### src/rtl/div_error_accumulator.sv
// Measures the error of an approximate divider against an exact one over 2^LOG2_SAMPLES
// sample pairs: sum of squared quotient errors, mean, peak error and mismatch counts.
module div_error_accumulator #(
    parameter int LOG2_SAMPLES = 8,
    parameter int W            = 8
) (
    input  logic                  clk,
    input  logic                  rst,
    input  logic                  start,
    input  logic                  in_valid,
    output logic                  in_ready,
    input  logic [W-1:0]          q_exact,
    input  logic [W-1:0]          q_approx,
    input  logic [W-1:0]          r_exact,
    input  logic [W-1:0]          r_approx,
    output logic                  busy,
    output logic                  done,
    output logic [31:0]           sse,
    output logic [31:0]           mse,
    output logic [W-1:0]          max_err,
    output logic [LOG2_SAMPLES:0] q_mismatch,
    output logic [LOG2_SAMPLES:0] r_mismatch
);

    localparam int CW = LOG2_SAMPLES + 1;
    localparam int SW = 2 * W + 2;
    localparam logic [CW-1:0] LAST = CW'((1 << LOG2_SAMPLES) - 1);

    typedef enum logic [1:0] {IDLE, RUN, DRAIN, DONE} state_t;

    state_t         state_q, state_d;
    logic [CW-1:0]  cnt_q, cnt_d;

    logic           s1_valid_q, s1_valid_d;
    logic [W:0]     s1_diff_q, s1_diff_d;
    logic           s1_qmis_q, s1_qmis_d;
    logic           s1_rmis_q, s1_rmis_d;

    logic           s2_valid_q, s2_valid_d;
    logic [31:0]    s2_sq_q, s2_sq_d;
    logic [W-1:0]   s2_abs_q, s2_abs_d;
    logic           s2_qmis_q, s2_qmis_d;
    logic           s2_rmis_q, s2_rmis_d;

    logic [31:0]    sse_q, sse_d;
    logic [W-1:0]   max_q, max_d;
    logic [CW-1:0]  qm_q, qm_d;
    logic [CW-1:0]  rm_q, rm_d;

    logic           accept;
    logic           start_run;
    logic [W:0]     abs_full;
    logic [SW-1:0]  sq_full;
    logic [32:0]    sum;

    assign accept    = in_valid && (state_q == RUN);
    assign start_run = start && ((state_q == IDLE) || (state_q == DONE));

    // Next-state logic
    always_comb begin
        // NOTE: every always_comb target gets a default first so no path leaves it unassigned (no latch).
        state_d = state_q;
        case (state_q)
            IDLE:    if (start) state_d = RUN;
            RUN:     if (accept && (cnt_q == LAST)) state_d = DRAIN;
            DRAIN:   if (!s1_valid_q && !s2_valid_q) state_d = DONE;
            DONE:    if (start) state_d = RUN;
            default: state_d = IDLE;
        endcase
    end

    // Counter and pipeline datapath
    always_comb begin
        cnt_d      = cnt_q;
        s1_valid_d = accept;
        s1_diff_d  = s1_diff_q;
        s1_qmis_d  = s1_qmis_q;
        s1_rmis_d  = s1_rmis_q;
        s2_valid_d = s1_valid_q;
        s2_sq_d    = s2_sq_q;
        s2_abs_d   = s2_abs_q;
        s2_qmis_d  = s2_qmis_q;
        s2_rmis_d  = s2_rmis_q;
        sse_d      = sse_q;
        max_d      = max_q;
        qm_d       = qm_q;
        rm_d       = rm_q;

        // |d| always fits W bits because both quotients are unsigned W-bit values.
        abs_full = s1_diff_q[W] ? (~s1_diff_q + 1'b1) : s1_diff_q;
        sq_full  = SW'(abs_full) * SW'(abs_full);
        sum      = {1'b0, sse_q} + {1'b0, s2_sq_q};

        if (start_run) begin
            cnt_d = '0;
        end else if (accept) begin
            cnt_d = cnt_q + 1'b1;
        end

        if (accept) begin
            s1_diff_d = {1'b0, q_exact} - {1'b0, q_approx};
            s1_qmis_d = (q_exact != q_approx);
            s1_rmis_d = (r_exact != r_approx);
        end

        if (s1_valid_q) begin
            s2_sq_d   = 32'(sq_full);
            s2_abs_d  = abs_full[W-1:0];
            s2_qmis_d = s1_qmis_q;
            s2_rmis_d = s1_rmis_q;
        end

        if (start_run) begin
            sse_d = '0;
            max_d = '0;
            qm_d  = '0;
            rm_d  = '0;
        end else if (s2_valid_q) begin
            sse_d = sum[32] ? 32'hFFFF_FFFF : sum[31:0];
            if (s2_abs_q > max_q) max_d = s2_abs_q;
            qm_d = qm_q + CW'(s2_qmis_q);
            rm_d = rm_q + CW'(s2_rmis_q);
        end
    end

    always_ff @(posedge clk or posedge rst) begin
        if (rst) begin
            state_q    <= IDLE;
            cnt_q      <= '0;
            s1_valid_q <= 1'b0;
            s1_diff_q  <= '0;
            s1_qmis_q  <= 1'b0;
            s1_rmis_q  <= 1'b0;
            s2_valid_q <= 1'b0;
            s2_sq_q    <= '0;
            s2_abs_q   <= '0;
            s2_qmis_q  <= 1'b0;
            s2_rmis_q  <= 1'b0;
            sse_q      <= '0;
            max_q      <= '0;
            qm_q       <= '0;
            rm_q       <= '0;
        end else begin
            // NOTE: non-blocking assignments so every flop samples pre-edge values.
            state_q    <= state_d;
            cnt_q      <= cnt_d;
            s1_valid_q <= s1_valid_d;
            s1_diff_q  <= s1_diff_d;
            s1_qmis_q  <= s1_qmis_d;
            s1_rmis_q  <= s1_rmis_d;
            s2_valid_q <= s2_valid_d;
            s2_sq_q    <= s2_sq_d;
            s2_abs_q   <= s2_abs_d;
            s2_qmis_q  <= s2_qmis_d;
            s2_rmis_q  <= s2_rmis_d;
            sse_q      <= sse_d;
            max_q      <= max_d;
            qm_q       <= qm_d;
            rm_q       <= rm_d;
        end
    end

    // Outputs decode only registered state, so in_valid never reaches in_ready.
    always_comb begin
        in_ready   = (state_q == RUN);
        busy       = (state_q == RUN) || (state_q == DRAIN);
        done       = (state_q == DONE);
        sse        = sse_q;
        mse        = sse_q >> LOG2_SAMPLES;
        max_err    = max_q;
        q_mismatch = qm_q;
        r_mismatch = rm_q;
    end

endmodule
### config.mk
export PLATFORM = sky130hd
export DESIGN_NAME = div_error_accumulator
export DESIGN_NICKNAME = d
export VERILOG_FILES = /design/src/rtl/div_error_accumulator.sv
export SDC_FILE = /design/constraint.sdc
export NUM_CORES = 1
export LEC_CHECK = 0
export CAP_MARGIN = 20
export CELL_PAD_IN_SITES_DETAIL_PLACEMENT = 1
export CELL_PAD_IN_SITES_GLOBAL_PLACEMENT = 1
export CORE_ASPECT_RATIO = 0.75
export CORE_MARGIN = 2
export CORE_UTILIZATION = 38
export CTS_CLUSTER_SIZE = 30
export DETAILED_ROUTE_END_ITERATION = 16
export PLACE_DENSITY_LB_ADDON = 0.12
export SLEW_MARGIN = 20
export SYNTH_ARGS = -nofsm -noshare
export SYNTH_HDL_FRONTEND = slang
export SYNTH_SLANG_ARGS = --single-unit
export TNS_END_PERCENT = 100
### constraint.sdc
create_clock -name clk -period 6 [get_ports clk]
set_input_delay 1.2 -clock clk [delete_from_list [all_inputs] [get_ports clk]]
set_output_delay 1.2 -clock clk [all_outputs]
set_load 0.02 [all_outputs]
==> impl_metrics.csv <==
group,metric,value,unit
route,wl_per_cell,15.8,µm
cells_and_area,fillers,2414,
timing,fin_crit,5730,ps
route,drt-met1-wl,10.5,mm
logic_synthesis,netlist.area_leader.share,0.325,
timing,finClkSkew,16.9,ps
floorplanning,ios,129,
place,io_buffers,120,
cells_and_area,area_delta_synth_final,20.6,%
clock_tree,cts_buffers,9,
worst_setup_path,required,6240,ps
route,final_antenna_net_count,0,
global_routing,grt_usage,0.181,
clock_tree,clockRootBuffer,"clkbuf_16",
floorplanning,die_w,175,µm
floorplanning,initial_core_util,0.391,
clock_tree,htree_levels,3,
cells_and_area,fin_util,0.471,
timing,rsz0062_at_grt,"yes",
clock_tree,clk_path_buf_depth,2,
clock_tree,cts_tree,"built",
timing,final_max_slew_viol_count,0,
cells_and_area,final_common_cell,"clkdlybuf4s50_1",
route,wl_met2,9.03,mm
timing,post-route-period-util,0.955,
route,vias,6430,
floorplanning,core.rowCount,46,
route,routed_wl,20.3,mm
route,vias_per_cell,5.00,
global_routing,grt_max_degree,67,
global_routing,grt_overflow_total,0,
worst_setup_path,worstSetupPathType,"reg2reg",
floorplanning,die_area,23100,µm²
logic_synthesis,ys_types,69,
cells_and_area,antenna_cells,0,
route,top_layer,"met4",
logic_synthesis,synthCells,894,
logic_synthesis,ys_top_cells_by_area,"dfrtp_1, ha_1, fa_1",
logic_synthesis,syn_area_per_cell,9.31,µm²
route,drc_errors,0,
timing,max-slew-margin-rel,0.365,
hold_path,hold_class,"reg2reg",
logic_synthesis,synth_warnings,0,
logic_synthesis,synthFlopType,"dfrtp_1",
global_routing,grt_pass1_vias,6677,
global_routing,antenna_found_initial,0,
timing,finalHoldViolCount,0,
route,dr.first_iter.drc_count,237,
route,dr.pass1.iters,4,
floorplanning,core,21300,µm²
timing,tns,0,ps
worst_setup_path,start_kind,"flop",
clock_tree,path_clk_slew,80,ps
timing,setup_viol_count_final,0,
run_status,outcome,"finished, final reports clean",
place,gp_congestion,0.813,
place,hpwl,15.6,mm
logic_synthesis,synth-seq-cells,108,
flow_run,cap_violations,0,
cells_and_area,drive_above_1_share,0.0722,
floorplanning,fp.dieH,132,µm
clock_tree,clock-sinks,108,
worst_setup_path,cp.arrival,5970,ps
route,routed-wl-met3,646,µm
clock_tree,insertion_delay,360,ps
logic_synthesis,synth_edf_count,0,
logic_synthesis,ys_seq_area_frac,0.325,
timing,fmax,174,MHz
logic_synthesis,synth_largest_area_cell,"dfrtp_1",
cells_and_area,fin_nets,1139,
timing,tightestPinTransition,952,ps
cells_and_area,layout_common_cells,"clkdlybuf4s50_1, dfrtp_1, inv_1, nor2_1, ha_1",
worst_setup_path,path_max_fanout,6,
logic_synthesis,synthArstFlopShare,1.00,
logic_synthesis,syn_area,8320,µm²
global_routing,grt_pass1_wl,34.5,mm
worst_setup_path,end_kind,"flop",
clock_tree,hold_buffers,0,
## final timing paths
| path | depth (start not counted) | slack (ps) | start | end |
|---|---|---|---|---|
| worst max register to register | 23 | 270 | s1_diff_q[1] | s2_sq_q[15] |
| min in group asynchronous | 2 | 1350 | rst | q_mismatch[2] |
| worst min register to register | 2 | 490 | s1_qmis_q | s1_qmis_q |
| worst min-delay path | 2 | 490 | s1_qmis_q | s1_qmis_q |
| max in group asynchronous | 3 | 3530 | rst | r_mismatch[2] |
| worst max-delay path | 23 | 270 | s1_diff_q[1] | s2_sq_q[15] |
## critical path: stages (launching register included)
cell       delay [ps]
dfrtp_1           390
inv_1              90
ha_1              170
nand2b_1           60
or4_1             440
nand2_1           130
xor2_2            120
nor2_1            200
inv_1              90
fa_1              540
inv_1              50
fa_1              510
inv_1              60
fa_1              460
fa_1              550
inv_1              40
ha_1              360
nand3_1           120
o2111ai_1         170
nor2b_2           290
a41oi_2           200
a21boi_2          210
xor2_1             90
mux2_2            260
## layer usage
metal  track usage  up-vias
li1              -     3198
met1         0.259     3128
met2         0.292       91
met3        0.0337       13
met4        0.0292        0
met5             0        -
## per-stage QoR
step	setup slack, ps	cell area (µm²)	hold slack [ps]	cells
CTS	45.1	10000	504	1285
global placement	305	9680	489	1269
floorplan	341	8370	392	905
global route	-83.0	10000	530	1285
finish	269	10000	490	1285
detailed placement	39.4	9680	483	1269
## cell families (layout without fill, tap and decap cells)
group	count (synthesis)	in the layout	share of synthesized area
xor+xnor	63	63	0.0663
other cells	2	13	0.000902
flops	108	108	0.325
buf+inv	154	246	0.0860
fa+ha+maj	111	111	0.198
mux	29	29	0.0371
simple gates	250	250	0.150
compound gates	177	177	0.137
## synthesized netlist by cell type, types with 6 or more instances
| cell type | number |
|---|---|
| nand4_1 | 14 |
| dfrtp_1 | 108 |
| and3_1 | 13 |
| nor2b_1 | 10 |
| mux2_2 | 15 |
| o21a_1 | 6 |
| or3_1 | 6 |
| o21ai_0 | 51 |
| inv_1 | 96 |
| fa_1 | 35 |
| a21oi_1 | 48 |
| xnor2_1 | 20 |
| and4_1 | 7 |
| ha_1 | 76 |
| nand2_1 | 62 |
| nor2_1 | 81 |
| xor2_1 | 43 |
| clkbuf_1 | 19 |
| a21o_1 | 11 |
| a31oi_1 | 18 |
| nand3_1 | 10 |
| nand2b_1 | 8 |
| mux2i_1 | 14 |
| buf_4 | 32 |
| nor3_1 | 12 |
## flip-flops by register name (all words and copies together), names as in the netlist, 2 cells and up
register,flops
max_err,8
sse,32
q_mismatch,9
r_mismatch,9
s1_diff_q,9
state_q,2
s2_sq_q,16
s2_abs_q,8
cnt_q,9
## what timing repair did
action / in CTS / in global routing
setup endpoints to repair: 1 / 4
cloned: 0 / 0
setup buffers: 0 / 0
resized for setup: 1 / 6
## layout make-up
cell class | count | area [µm²] | share of cell area
flip-flops and latches | 108 | 2700 | 0.269
repair buffers | 134 | 1310 | 0.130
well taps | 288 | 360 | 0.0359
inverters | 96 | 363 | 0.0362
clock buffers | 9 | 225 | 0.0224
clock inverters | 7 | 101 | 0.0101
multi-input cells | 643 | 4980 | 0.496
Power is not shown: default switching activity piles up to over one toggle a cycle in this logic, so the estimate is an artifact.
==> RTL change 1: new RTL, same settings <==
Reset style: synchronous (`rst`), changed in one clocked block.
--- a/src/rtl/div_error_accumulator.sv
+++ b/src/rtl/div_error_accumulator.sv
@@ -123,7 +123,7 @@
         end
     end
 
-    always_ff @(posedge clk or posedge rst) begin
+    always_ff @(posedge clk) begin
         if (rst) begin
             state_q    <= IDLE;
             cnt_q      <= '0;
Check against the original RTL: differs if rst is asserted again (counterexample within 4 cycles, from zero or initial values and one cycle with rst high); with rst held inactive, the same outputs for 4 cycles.
==> RTL change 1 against the unedited design <==
  * Routed wire length decreased by 1.0%
  * Critical endpoint is now s2_sq_q[16]
  * Setup slack improved by 0.072 ns
  * Cell count decreased by 0.86%
  * Non-clock buffer count decreased by 3
  * Design area decreased by 6.1%
  * Synthesized cell count increased by 3.0%
  * First-iteration DRC count increased by 14%
  * Worst hold slack got worse by 0.013 ns
  * Synthesized area decreased by 5.8%
  * Sequential cell count unchanged
  * Critical path depth decreased by 4
Power is left out: it rests on default switching activity, and per cell area and clock period it moved more than threefold.
==> RTL change 1: results (changes against the unedited design) <==
* Clock buffer count from CTS at 9 (unchanged)
* CTS max path bufs at 2 (unchanged)
* Post-synth top cells: dfxtp_1, nor2_1, inv_1
* Yosys cell types at 68 (-1.4%)
* Total GRT Usage at 19.0% (+0.87 points)
* Final GP Congestion at 0.820 (+0.82%)
* Run status: finished clean
* Seq/Total Area, Yosys at 27.6% (-4.9 points)
* DR iter-0 viols at 269 (+14%)
* Slew @ Worst Pin at 0.956 ns (+0.00339 ns)
* Post-cts resize count at 0 (-1)
* WP data arrival at 5.88 ns (-0.09 ns)
* Place WS at 0.178 ns (+0.138 ns)
* # nets final at 1159 (+1.8%)
* Async set or reset register ratio after synthesis at 0% (-100 points)
* Number of global-route vias before repair at 6625 (-0.78%)
* Largest net degree at the start of global routing at 52 (-22%)
* PortBufs at 120 (unchanged)
* Hpwl dp at 15700 um (+0.36%)
* Drt pass-1 iters at 4 (unchanged)
* Crit-path leading delay family: adder cells
* Setup Skew at 0.0183 ns (+0.00146 ns)
* Ranking of synthesized cells by area: dfxtp_1, ha_1, fa_1
* Crit-path max cell delay at 0.57 ns (+0.02 ns)
* Crit-path max FO at 8 (+2)
* Routed len/inst at 15.8 um (-0.15%)
* Routed vias/inst at 5.18 (+3.5%)
* Share of post-route cells with drive strength above 1 at 5.41% (-1.8 points)
* First-pass GRT wire length at 33400 um (-3.3%)
[RTL change 1: path summary, 6_finish.rpt]
check / slack, ns / startpoint / end / depth (start not counted)
worst max-delay path: 0.34 / s1_diff_q[0] / s2_sq_q[16] / 19
worst min-delay path: 0.48 / s2_sq_q[8] / s2_sq_q[8] / 2
worst max register to register: 0.34 / s1_diff_q[0] / s2_sq_q[16] / 19
worst min register to register: 0.48 / s2_sq_q[8] / s2_sq_q[8] / 2
[RTL change 1: routing by layer]
metal / part of all wire [%] / vias up / track usage (%) / wire length [um]
met2: 44 / 112 / 30.3 / 8770
li1: - / 3296 / - / -
met5: 0 / - / 0 / 0
met1: 52 / 3177 / 27.2 / 10500
met4: 0.97 / 0 / 4.42 / 195
met3: 3.2 / 13 / 2.92 / 652
[RTL change 1: cell families after synthesis]
group	count (synthesis)	share of synthesized area [%]
adders and majority gates	111	21.1
other	2	0.0957
AOI/OAI and AO/OA	202	16.4
DFF	108	27.6
xor gates and xnor gates	62	6.92
buffers and inverters	154	9.25
and+or+nand+nor	256	15.4
muxes	26	3.32
[RTL change 1: stage by stage]
stage                     util, %  area, um^2  instances  hold WS [ns]
after floorplan                 -        7890        932         0.445
after global placement       45.0        9110       1259         0.459
after detailed placement     45.0        9110       1259         0.470
after CTS                    46.4        9400       1274         0.481
after global routing         46.5        9420       1274         0.517
final                        46.5        9420       1274         0.477
[RTL change 1: final cells by class]
| cell class | instances | area, um^2 |
|---|---|---|
| sequential | 108 | 2160 |
| timing repair buffer | 131 | 1280 |
| inverter | 92 | 345 |
| fill | 2391 | 10800 |
| multi-input combinational | 670 | 5020 |
| clock buffer | 10 | 239 |
| tap | 258 | 323 |
| clock inverter | 5 | 50.0 |
[RTL change 1: worst min-delay path: stages, from the launching register on]
cell and delay [ns]:
dfxtp_1 0.32, nand2_1 0.06, a21oi_1 0.05
==> RTL change 2: new RTL, same settings <==
Made on the original files. Set the parameter `W` to 12 (it was 8).
--- a/src/rtl/div_error_accumulator.sv
+++ b/src/rtl/div_error_accumulator.sv
@@ -2,7 +2,7 @@
 // sample pairs: sum of squared quotient errors, mean, peak error and mismatch counts.
 module div_error_accumulator #(
     parameter int LOG2_SAMPLES = 8,
-    parameter int W            = 8
+    parameter int W            = 12
 ) (
     input  logic                  clk,
     input  logic                  rst,
Ports: changed (5 resized); port bits go from 129 to 149. No check against the original RTL was run, so the function may have changed too.
==> RTL change 2 against the unedited design <==
  * The run now ends with negative setup slack left
  * Critical path type unchanged
  * Synthesized area increased by 49%
  * Sequential cell count increased by 20
  * Design area increased by 65%
  * Die area increased by 48%
  * Cell count increased by 64%
  * Setup slack got worse by 0.74 ns
  * Highest routed layer is now met5
  * Critical path depth increased by 3
  * Non-clock buffer count increased by 169
  * Count of clock-buffer cells in the layout increased by 9
  * Routed wire length increased by 76%
  * Synthesized cell count increased by 54%
  * Core utilization increased by 4.2 points
Power is left out: the tool's default activity adds up to more than one toggle a clock period on the data nets, which glitch-free logic cannot reach.
==> RTL change 2: results (changes against the unedited design) <==
* Run status: finished with violations
* Failing checks: negative setup slack
* Share of post-route cells with drive strength above 1 at 19.5% (+12 points)
* FILL cells at 3655 (+51%)
* # nets final at 1931 (+70%)
* Clock buffers at 18 (+9)
* GRT met3 Usage at 4.32% (+0.95 points)
* Largest net degree at the start of global routing at 84 (+25%)
* Mapped Cells at 1380 (+54%)
* Post-Route M1 WL at 16900 um (+62%)
* Number of antenna violations at the first check in global routing at 1 (+1)
* Fin Setup TNS at -2.91 ns (-2.91 ns)
* Clock sink total at 128 (+19%)
* Fraction of area in multi-input gates at 52.4% (+2.8 points)
* Non-clk bufs at 303 (+130%)
* Post-synth top cells: inv_1, dfrtp_1, ha_1
* Worst Hold End: s2_sq_q[25]
* GR met2 Demand/Resource at 34.4% (+5.2 points)
* Final GP Congestion at 0.855 (+5.2%)
* Sequential share of cell area at 19.3% (-7.6 points)
* Setup WS post-layout at -0.467 ns (-0.736 ns)
* Yosys cell types at 70 (+1.4%)
* Routed len/inst at 17.0 um (+7.3%)
* Routed vias/inst at 5.00 (about the same)
* Setup Viol. Count Final at 10 (+10)
* Largest register FFs at 32 (unchanged)
* Worst r2r src: s1_diff_q[4]
* Reg2reg end: s2_sq_q[19]
* CTS H-Tree Depth at 4 (+1)
* Max layer used: met5
* Final hold slack at 0.495 ns (+0.00547 ns)
* WP data arrival at 6.79 ns (+0.82 ns)
* Number of cell rows at 57 (+24%)
* Hpwl dp at 27800 um (+78%)
* Met1 Use GR at 30.3% (+4.4 points)
* Data buffer area share at 16.0% (+3.0 points)
* DR vias at 10600 (+64%)
* Total GRT Usage at 21.5% (+3.4 points)
* DR iter-0 viols at 483 (+100%)
* Clock buffer count from CTS at 17 (+8)
* Clk_lat worst skew at 0.45 ns (+0.09 ns)
* Hold path start: s2_sq_q[25]
* Reg2Reg Depth at 26 (+13%)
* ClkCell Share at 3.96% (+0.71 points)
* Seq/Total Area, Yosys at 25.8% (-6.7 points)
* PortBufs at 140 (+17%)
* First-pass GRT wire length at 58000 um (+68%)
-- RTL change 2: cell count changes in the layout (fill, tap and decap cells not counted), sizes merged, moves of 19 or more --
cell,change
clkdlybuf4s50,+20
inv,+121
fa,+63
nand2,+45
xnor2,+25
nor2,+39
a21o,+24
dfrtp,+20
buf,+149
o21ai,+19
ha,+50
a21oi,+26
-- RTL change 2: through the flow --
step | worst slack, ns | util, %
finish | -0.467 | 51.3
CTS | -0.457 | 49.9
detailed placement | -0.656 | 47.3
global route | -0.750 | 51.3
floorplan | -0.369 | -
global placement | -0.481 | 47.3
-- RTL change 2: kinds of logic (layout without fill, tap and decap cells) --
logic type               Yosys count  count (layout)  share of synthesized area (%)
buffers and inverters            280             552                           9.46
XOR/XNOR                          91              91                           6.47
multiplexers                      33              33                           2.82
other                              2              18                         0.0604
flip-flops                       128             128                           25.8
adder cells (fa/ha/maj)          224             224                           28.5
AO/OA/AOI/OAI                    285             285                           14.8
AND/OR/NAND/NOR                  337             337                           12.2
-- RTL change 2: critical path, stage by stage (launching register included) --
cell	delay (ns)
dfrtp_1	0.38
or3_4	0.41
nor2_4	0.12
nand3b_1	0.19
o41ai_4	0.31
xor2_2	0.26
inv_2	0.11
buf_6	0.13
nand2_4	0.06
fa_1	0.44
fa_1	0.49
inv_1	0.05
fa_1	0.46
fa_1	0.51
inv_1	0.05
fa_1	0.49
inv_2	0.05
ha_4	0.22
a21o_1	0.15
a21o_1	0.17
a21oi_4	0.16
a2111oi_4	0.09
buf_4	0.17
o21a_1	0.19
o21ai_2	0.13
mux2_4	0.31
a221o_1	0.26
-- RTL change 2: timing repair --
action                                 in CTS  in global routing
pin swaps                                  14                 43
resized for setup                          29                 89
endpoints found under the hold margin       0                  0
setup buffers                              10                 12
setup endpoints to repair                  13                 15
